`config.mk`:
```
export PLATFORM = sky130hd
export DESIGN_NAME = uart_rx_fifo
export DESIGN_NICKNAME = d
export VERILOG_FILES = /design/src/rtl/uart_rx_fifo.sv
export SDC_FILE = /design/constraint.sdc
export NUM_CORES = 1
export LEC_CHECK = 0
export ABC_CLOCK_PERIOD_IN_PS = 4100
export CAP_MARGIN = 20
export CORE_MARGIN = 2
export CORE_UTILIZATION = 66
export DETAILED_ROUTE_END_ITERATION = 7
export PLACE_DENSITY_LB_ADDON = 0.15
export SLEW_MARGIN = 20
export SYNTH_ARGS = -nofsm -noshare
export SYNTH_HDL_FRONTEND = slang
export SYNTH_SLANG_ARGS = --single-unit
```
`constraint.sdc`:
```
create_clock -name sys_clk -period 4.1 [get_ports sys_clk]
set_input_delay 0.82 -clock sys_clk [delete_from_list [all_inputs] [get_ports sys_clk]]
set_output_delay 0.82 -clock sys_clk [all_outputs]
set_load 0.03 [all_outputs]
```
`src/rtl/uart_rx_fifo.sv`:
```
// uart_rx_fifo: 8N1 serial receiver feeding a first-word fall-through byte FIFO.
// Received bytes leave on a valid/ready stream. Dropped bytes and bad stop bits
// raise sticky flags, which the consumer clears with clr_err.
module uart_rx_fifo #(
    parameter int CLK_HZ = 100000000,
    parameter int BAUD   = 115200,
    parameter int DEPTH  = 16
) (
    input  logic                     sys_clk,
    input  logic                     sys_rst_n,
    input  logic                     rxd,
    output logic [7:0]               m_data,
    output logic                     m_valid,
    input  logic                     m_ready,
    output logic [$clog2(DEPTH):0]   fifo_count,
    output logic                     overflow,
    output logic                     frame_err,
    input  logic                     clr_err
);

    localparam int BIT_CYC  = (CLK_HZ + BAUD / 2) / BAUD;
    localparam int HALF_CYC = BIT_CYC / 2;
    localparam int TW       = $clog2(BIT_CYC);
    localparam int PW       = $clog2(DEPTH);
    localparam int CW       = PW + 1;

    localparam logic [TW-1:0] TMR_ZERO = {TW{1'b0}};
    localparam logic [TW-1:0] TMR_ONE  = {{(TW-1){1'b0}}, 1'b1};
    localparam logic [TW-1:0] TMR_HALF = TW'(HALF_CYC);
    localparam logic [TW-1:0] TMR_LAST = TW'(BIT_CYC - 1);
    localparam logic [PW-1:0] PTR_ZERO = {PW{1'b0}};
    localparam logic [PW-1:0] PTR_ONE  = {{(PW-1){1'b0}}, 1'b1};
    localparam logic [CW-1:0] CNT_ZERO = {CW{1'b0}};
    localparam logic [CW-1:0] CNT_ONE  = {{(CW-1){1'b0}}, 1'b1};
    localparam logic [CW-1:0] CNT_FULL = CW'(DEPTH);

    typedef enum logic [2:0] {
        ST_IDLE  = 3'd0,
        ST_START = 3'd1,
        ST_DATA  = 3'd2,
        ST_STOP  = 3'd3,
        ST_BREAK = 3'd4
    } state_t;

    // Line synchronizer; rx_sync_r is the only view of the line the receiver uses.
    logic meta_r;
    logic rx_sync_r;

    // Receiver state.
    state_t         state_r,   state_s;
    logic [TW-1:0]  timer_r,   timer_s;
    logic [2:0]     bit_idx_r, bit_idx_s;
    logic [7:0]     shift_r,   shift_s;
    logic           push_s;
    logic           ferr_evt_s;

    // FIFO state.
    logic [7:0]     mem_r [DEPTH];
    logic [PW-1:0]  wr_ptr_r;
    logic [PW-1:0]  rd_ptr_r;
    logic [PW-1:0]  rd_next_s;
    logic [CW-1:0]  count_r,   count_s;
    logic [7:0]     m_data_r,  head_s;
    logic           m_valid_r;
    logic           overflow_r, overflow_s;
    logic           frame_err_r, frame_err_s;
    logic           pop_s;
    logic           full_s;
    logic           push_acc_s;
    logic           drop_s;

    assign m_data     = m_data_r;
    assign m_valid    = m_valid_r;
    assign fifo_count = count_r;
    assign overflow   = overflow_r;
    assign frame_err  = frame_err_r;

    // Two-flop synchronizer, preset to the idle (high) line level.
    always_ff @(posedge sys_clk or negedge sys_rst_n) begin
        if (!sys_rst_n) begin
            meta_r    <= 1'b1;
            rx_sync_r <= 1'b1;
        end else begin
            meta_r    <= rxd;
            rx_sync_r <= meta_r;
        end
    end

    // Receiver state registers; reset drops any partially received byte.
    always_ff @(posedge sys_clk or negedge sys_rst_n) begin
        if (!sys_rst_n) begin
            state_r   <= ST_IDLE;
            timer_r   <= TMR_ZERO;
            bit_idx_r <= 3'd0;
            shift_r   <= 8'h00;
        end else begin
            state_r   <= state_s;
            timer_r   <= timer_s;
            bit_idx_r <= bit_idx_s;
            shift_r   <= shift_s;
        end
    end

    // Receiver next state: verify the start bit at mid-bit, then sample one bit per bit time.
    always_comb begin
        state_s    = state_r;
        timer_s    = timer_r;
        bit_idx_s  = bit_idx_r;
        shift_s    = shift_r;
        push_s     = 1'b0;
        ferr_evt_s = 1'b0;
        case (state_r)
            ST_IDLE: begin
                if (!rx_sync_r) begin
                    state_s = ST_START;
                    timer_s = TMR_ZERO;
                end else begin
                    state_s = ST_IDLE;
                end
            end
            ST_START: begin
                if (timer_r == TMR_HALF) begin
                    timer_s = TMR_ZERO;
                    if (!rx_sync_r) begin
                        state_s   = ST_DATA;
                        bit_idx_s = 3'd0;
                    end else begin
                        // A low pulse shorter than half a bit is a glitch, not a start bit.
                        state_s = ST_IDLE;
                    end
                end else begin
                    timer_s = timer_r + TMR_ONE;
                end
            end
            ST_DATA: begin
                if (timer_r == TMR_LAST) begin
                    timer_s = TMR_ZERO;
                    shift_s = {rx_sync_r, shift_r[7:1]};
                    if (bit_idx_r == 3'd7) begin
                        state_s = ST_STOP;
                    end else begin
                        bit_idx_s = bit_idx_r + 3'd1;
                    end
                end else begin
                    timer_s = timer_r + TMR_ONE;
                end
            end
            ST_STOP: begin
                if (timer_r == TMR_LAST) begin
                    timer_s = TMR_ZERO;
                    if (rx_sync_r) begin
                        push_s  = 1'b1;
                        state_s = ST_IDLE;
                    end else begin
                        ferr_evt_s = 1'b1;
                        state_s    = ST_BREAK;
                    end
                end else begin
                    timer_s = timer_r + TMR_ONE;
                end
            end
            ST_BREAK: begin
                // A line held low must return high before a new start bit is accepted.
                if (rx_sync_r) begin
                    state_s = ST_IDLE;
                end else begin
                    state_s = ST_BREAK;
                end
            end
            default: begin
                state_s = ST_IDLE;
                timer_s = TMR_ZERO;
            end
        endcase
    end

    // FIFO control: a push into a full FIFO is accepted only when a pop frees a slot in the same cycle.
    always_comb begin
        pop_s      = m_valid_r & m_ready;
        full_s     = (count_r == CNT_FULL);
        push_acc_s = push_s & (~full_s | pop_s);
        drop_s     = push_s & full_s & ~pop_s;
        rd_next_s  = rd_ptr_r + PTR_ONE;
        case ({push_acc_s, pop_s})
            2'b10:   count_s = count_r + CNT_ONE;
            2'b01:   count_s = count_r - CNT_ONE;
            default: count_s = count_r;
        endcase
        // Next head byte: the registered output tracks the entry at the read pointer.
        if (pop_s) begin
            if (push_acc_s && (count_r == CNT_ONE)) begin
                head_s = shift_r;
            end else begin
                head_s = mem_r[rd_next_s];
            end
        end else if (push_acc_s && (count_r == CNT_ZERO)) begin
            head_s = shift_r;
        end else begin
            head_s = m_data_r;
        end
        // Sticky flags: a new event takes priority over a clear in the same cycle.
        if (drop_s) begin
            overflow_s = 1'b1;
        end else if (clr_err) begin
            overflow_s = 1'b0;
        end else begin
            overflow_s = overflow_r;
        end
        if (ferr_evt_s) begin
            frame_err_s = 1'b1;
        end else if (clr_err) begin
            frame_err_s = 1'b0;
        end else begin
            frame_err_s = frame_err_r;
        end
    end

    // FIFO storage; contents need no reset because the pointers and count qualify them.
    always_ff @(posedge sys_clk) begin
        if (push_acc_s) begin
            mem_r[wr_ptr_r] <= shift_r;
        end
    end

    // FIFO pointers, count, registered head and sticky flags.
    always_ff @(posedge sys_clk or negedge sys_rst_n) begin
        if (!sys_rst_n) begin
            wr_ptr_r    <= PTR_ZERO;
            rd_ptr_r    <= PTR_ZERO;
            count_r     <= CNT_ZERO;
            m_data_r    <= 8'h00;
            m_valid_r   <= 1'b0;
            overflow_r  <= 1'b0;
            frame_err_r <= 1'b0;
        end else begin
            if (push_acc_s) begin
                wr_ptr_r <= wr_ptr_r + PTR_ONE;
            end
            if (pop_s) begin
                rd_ptr_r <= rd_next_s;
            end
            count_r     <= count_s;
            m_data_r    <= head_s;
            m_valid_r   <= (count_s != CNT_ZERO);
            overflow_r  <= overflow_s;
            frame_err_r <= frame_err_s;
        end
    end

endmodule

```
Word-level counts from Yosys, hierarchy flattened
Memory sizes are Yosys's and may differ from the RTL's. Cells that the tools add are included.

Register bits: 50. Bits in latches: 0. Memory bits (writable): 128. Memory bits (read-only): 0. Output and inout bits: 16. Word-level logic and storage cells: 92. Memories kept: 1.

$add $sub $neg: 6. $mul: 0. Div/mod/pow operators: 0. Magnitude comparators: 0. Equal/unequal tests: 18. Shift operators: 0. Mux-type cells: 32. Bitwise logic cells: 8. Reductions and logical operators: 14.

Memories: mem_r (depth 16, width 8, read ports 1, clocked after Yosys merged registers in 0, wr ports 1, line 58) `logic [7:0] mem_r [DEPTH];`.

Operator list (number): $pmux W10 S4 (1); $mux W10 (3); $mux W3 (9); $mux W8 (3); $pmux W3 S5 (1); $ne A2 B2 Y1 const B (7); $mux W1 (12); $add A10 B1 Y10 const B (1); $eq A10 B10 Y1 const B (1); $eq A10 B9 Y1 const B (1); $pmux W5 S2 (1); $add A4 B1 Y4 const B (2); $reduce_bool A2 Y1 (4); $eq A3 B2 Y1 const B (2); $eq A3 B3 Y1 const B (2); $pmux W3 S2 (1); $add A5 B1 Y5 const B (1); $eq A5 B1 Y1 const B (1); $eq A5 B5 Y1 const B (1); $logic_not A5 Y1 (1); $reduce_and A5 Y1 (1); $reduce_bool A5 Y1 (1); $sub A5 B1 Y5 const B (1); $and A1 B1 Y1 (4); 12 further kinds (16).

Longest topological paths before layout
Depth after elaboration: 7. Mapped depth: 9. Mapped depth without buffers: 8.

Worst setup path before layout
No wires, ideal clock.

Path type: flip-flop to flip-flop. Start: register count_r[0], in the netlist fifo_count[0]. End: memory mem_r[3][0], enable pin. Setup time: 0.383 ns. Data arrival time: 2.236 ns. Data required time: 3.717 ns. Path slack: 1.481 ns. Stages on the path, launching flop included: 9. Buffers on the path: 1. Period minus slack after synthesis: 2.619 ns. Cell sequence: dfrtp_1 -> inv_1 -> ha_1 -> or4bb_1 -> nor2_1 -> nor2b_1 -> buf_2 -> nand2_1 -> nor3_1.

Word-level cells in the longest chain between the ends: 6.

Ends and longest elaborated chain: start: declaration (line 62) `logic [CW-1:0] count_r, count_s;`; start signal: assignment (line 242) `count_r <= count_s;`; $eq A5 B5 Y1 (line 180) `full_s = (count_r == CNT_FULL);`; $not A1 Y1 (line 181) `push_acc_s = push_s & (~full_s | pop_s);`; $or A1 B1 Y1 (line 181); $and A1 B1 Y1 (line 181); $mux W1 (line 220) `if (push_acc_s) begin`; $mux W1 (implied by the code) (line 221) `mem_r[wr_ptr_r] <= shift_r;`; end: declaration (line 58).

No other way between the ends.

Final worst setup path
Start: register timer_r[1]. End: memory mem_r[7][3], enable pin.

Word-level cells in the longest chain between the ends: 6.

Ends and longest elaborated chain: start: declaration (line 51) `logic [TW-1:0] timer_r, timer_s;`; start signal: assignment (line 98) `timer_r <= timer_s;`; $eq A10 B10 Y1 (line 149) `if (timer_r == TMR_LAST) begin`; $mux W1 (line 149); $mux W1 (line 112) `case (state_r)`; $and A1 B1 Y1 (line 181); $mux W1 (line 220); $mux W1 (implied by the code) (line 221).

No other way between the ends.

==> key figures <==
Synth
  – Ys async rst share: 28.1%
  – Yosys top cell by area: edfxtp_1
  – Avg Inst Size Synth: 16.3 µm²
  – Yosys reg bits: 178
  – Post-Syn Area: 7510 µm²
  – Commonest cells in the synthesized netlist: edfxtp_1, dfrtp_1, nand2_1, mux4_2, nor2_1
  – Top_reg_cell synth: edfxtp_1
  – Syn Inst Count: 461
  – Post-synth top area share: 51.2%
  – Post-synth EDFFs: 128
  – Distinct cells, synth: 51
  – Seq/Total Area, Yosys: 67.9%
  – Synth Net Count: 479
  – Count leader, synth: edfxtp_1
  – Syn. warnings: 0
  – Top post-synthesis cells by area: edfxtp_1, dfrtp_1, mux4_2, mux2_2, ha_1

Setup path
  – Critical path required time: 4.15 ns
  – CP Max Fanout: 11
  – Slowest-stage cell, CP: nor2_1
  – WS Path Type: flop to flop
  – Crit. End Element: flop
  – Startpoint Class: flop
  – FF-to-FF Start: timer_r[1]
  – Slowest stage delay, CP: 0.59 ns
  – Crit Reg-Reg Endpoint: mem_r[7][3]
  – Critical-path cell list: ha_1 -> nor3b_2 -> and4_1 -> nor2b_1 -> nand2_1 -> nor2_1
  – R2R cell count: 6
  – Setup slack, reg-to-reg: 0.85 ns
  – Critical path arrival: 3.30 ns

CTS
  – Hold_buf cts: 0
  – TritonCTS clock tree: built
  – Worst skew pair latency: 0.42 ns
  – Clk root buf: clkbuf_16
  – Clock sinks: 178
  – CTS clk-pin slew, worst paths: 0.06 ns
  – Htree depth: 4
  – Num CTS Buffers: 17
  – Post-CTS Resized: 0
  – CTS Buffer Depth: 2
  – Post-CTS setup buffer count: 0

Floorplan
  – Core Box Area: 11000 µm²
  – Die ar.: 12200 µm²
  – Row cnt: 38
  – Starting Density: 68.4%
  – Die X-Extent: 111 µm
  – Die H: 111 µm
  – Io pins: 21

Detailed routing
  – DRC viols: 0
  – Final ANT Viol Nets: 0
  – Final WL: 14.9 mm
  – Vias per cell: 6.55
  – Pre-Repair DR Iteration Count: 5
  – Starting DRT DRC Count: 475
  – Via Count: 4196
  – Routed length per instance: 23.3 µm

Power and ir drop
  – Leakage: 3.44 nW
  – Total power: 4.90 mW
  – Maximum vdd ir drop: 0.925 mV
  – PD cells: 578 nW/µm²

Min path
  – Hold Path Sink: rx_sync_r
  – Hold wc startpoint: meta_r
  – WHS Path Cells: 0
  – Hold crit path type: flop to flop

Timing
  – Final setup violation count: 0
  – Max-slew headroom: 48.4%
  – Fin crit period: 3.25 ns
  – Final Hold Vio Count: 0
  – Total Neg Setup Slack: 0 ns
  – Tightest Pin Transition: 0.772 ns
  – Fin. max-slew vios: 0
  – Period utilization: 79.2%
  – Unrepaired setup endpoints after global routing: no
  – Max Freq: 308 MHz
  – Setup Skew: 0.00737 ns

Finish
  – Share of post-route cells with drive strength above 1: 19.8%
  – Area growth syn-to-layout: 12.8%
  – Final Util: 77.1%
  – N_diodes: 0
  – Finished Layout Cells: 641
  – Layout fillers: 578
  – Final net count: 506
  – Area taken by flip-flops and latches: 5100 µm²
  – Footprint of the multi-input gates: 2310 µm²

GRT
  – Grt total ovfl: 0
  – All-Layer GR Usage: 26.5%
  – Initial antenna violation count: 0
  – Largest net degree at the start of global routing: 33
  – First-pass GRT wire length: 24.0 mm
  – Vias in the first global route: 4236

Placement
  – Dpl cells: 609
  – Dpl hpwl: 9.20 mm
  – Placer Congestion: 0.839
  – Port bufs: 20

Status
  – Status: finished, final reports clean

Flow run
  – Max Cap Viol: 0
worst max path at each step:
stage                              from            to  slack (ns)  depth (start not counted)
after floorplan           fifo_count[0]   mem_r[3][0]        1.48                          8
after global placement          m_ready   mem_r[6][7]        0.82                          6
after global routing         timer_r[1]  mem_r[11][1]        0.61                          6
final                        timer_r[1]   mem_r[7][3]        0.85                          6
after detailed placement        m_ready  mem_r[11][4]        0.69                          6
after CTS                    timer_r[1]  mem_r[11][1]        0.88                          6
worst max-delay path, delay by kind of cell (launching register included):
family	cells	cell delay [ns]
flops	1	0.39
fa+ha+maj	1	0.22
simple gates	5	2.26
cell usage in the layout (no fill, tap or decap), drive strengths merged, types with 5 or more instances in the layout:
master | synthesis | routed
nand4 | 5 | 5
xor2 | 6 | 6
inv | 8 | 8
o211ai | 9 | 9
edfxtp | 128 | 128
dfrtp | 48 | 48
mux2 | 18 | 18
a21oi | 11 | 11
clkbuf | 8 | 22
nand2 | 43 | 43
a22oi | 8 | 8
nor2 | 21 | 21
nor3 | 6 | 6
o21ai | 14 | 14
buf | 11 | 8
nand3 | 8 | 8
nand2b | 5 | 5
xnor2 | 8 | 8
clkdlybuf4s50 | 0 | 19
ha | 13 | 13
mux4 | 32 | 32
mux2i | 13 | 13
metrics by stage:
| step | hold WS (ns) | area (µm²) | setup slack [ns] |
|---|---|---|---|
| final | 0.356 | 8470 | 0.853 |
| after global routing | 0.358 | 8470 | 0.612 |
| after CTS | 0.357 | 8450 | 0.876 |
| after detailed placement | 0.348 | 7840 | 0.686 |
| after global placement | 0.346 | 7840 | 0.817 |
| after floorplan | 0.345 | 7510 | 1.48 |
where the power goes:
group	internal (mW)	switching, mW
Sequential	2.00	0.0952
Combinational	0.474	0.674
Clock	1.03	0.628
cell families (layout without fill, tap and decap cells):
| family | Yosys count | after routing | share of synthesized area (%) |
|---|---|---|---|
| flip-flops | 178 | 178 | 67.9 |
| multiplexers | 63 | 63 | 14.0 |
| AO/OA/AOI/OAI | 54 | 54 | 4.95 |
| adder cells (fa/ha/maj) | 13 | 13 | 2.17 |
| buffers and inverters | 27 | 67 | 1.62 |
| AND/OR/NAND/NOR | 112 | 112 | 7.62 |
| XOR/XNOR | 14 | 14 | 1.73 |
sequential cells by signal, summed over array words and instances, names as in the netlist:
name        flops
mem_r         128
timer_r        10
m_data          8
shift_r         8
fifo_count      5
rd_ptr_r        4
wr_ptr_r        4
bit_idx_r       3
state_r         3
frame_err       1
m_valid         1
meta_r          1
overflow        1
rx_sync_r       1
metal layers:
layer  GRT usage (%)  vias up  share of wire [%]
met2            40.0      168                 49
li1                -     1839                  -
met1            38.8     2166                 44
met3            5.85       23                6.0
met4            9.75        0                1.7
met5               0        -                  0
cell type report:
type	instances	share of cell area, %
clock inverter	10	1.86
sequential	178	60.2
tap	140	2.07
inverter	8	0.354
clock buffer	22	5.36
multi-input combinational	256	27.2
timing repair buffer	27	2.92
(Power assumes the default switching activity.)
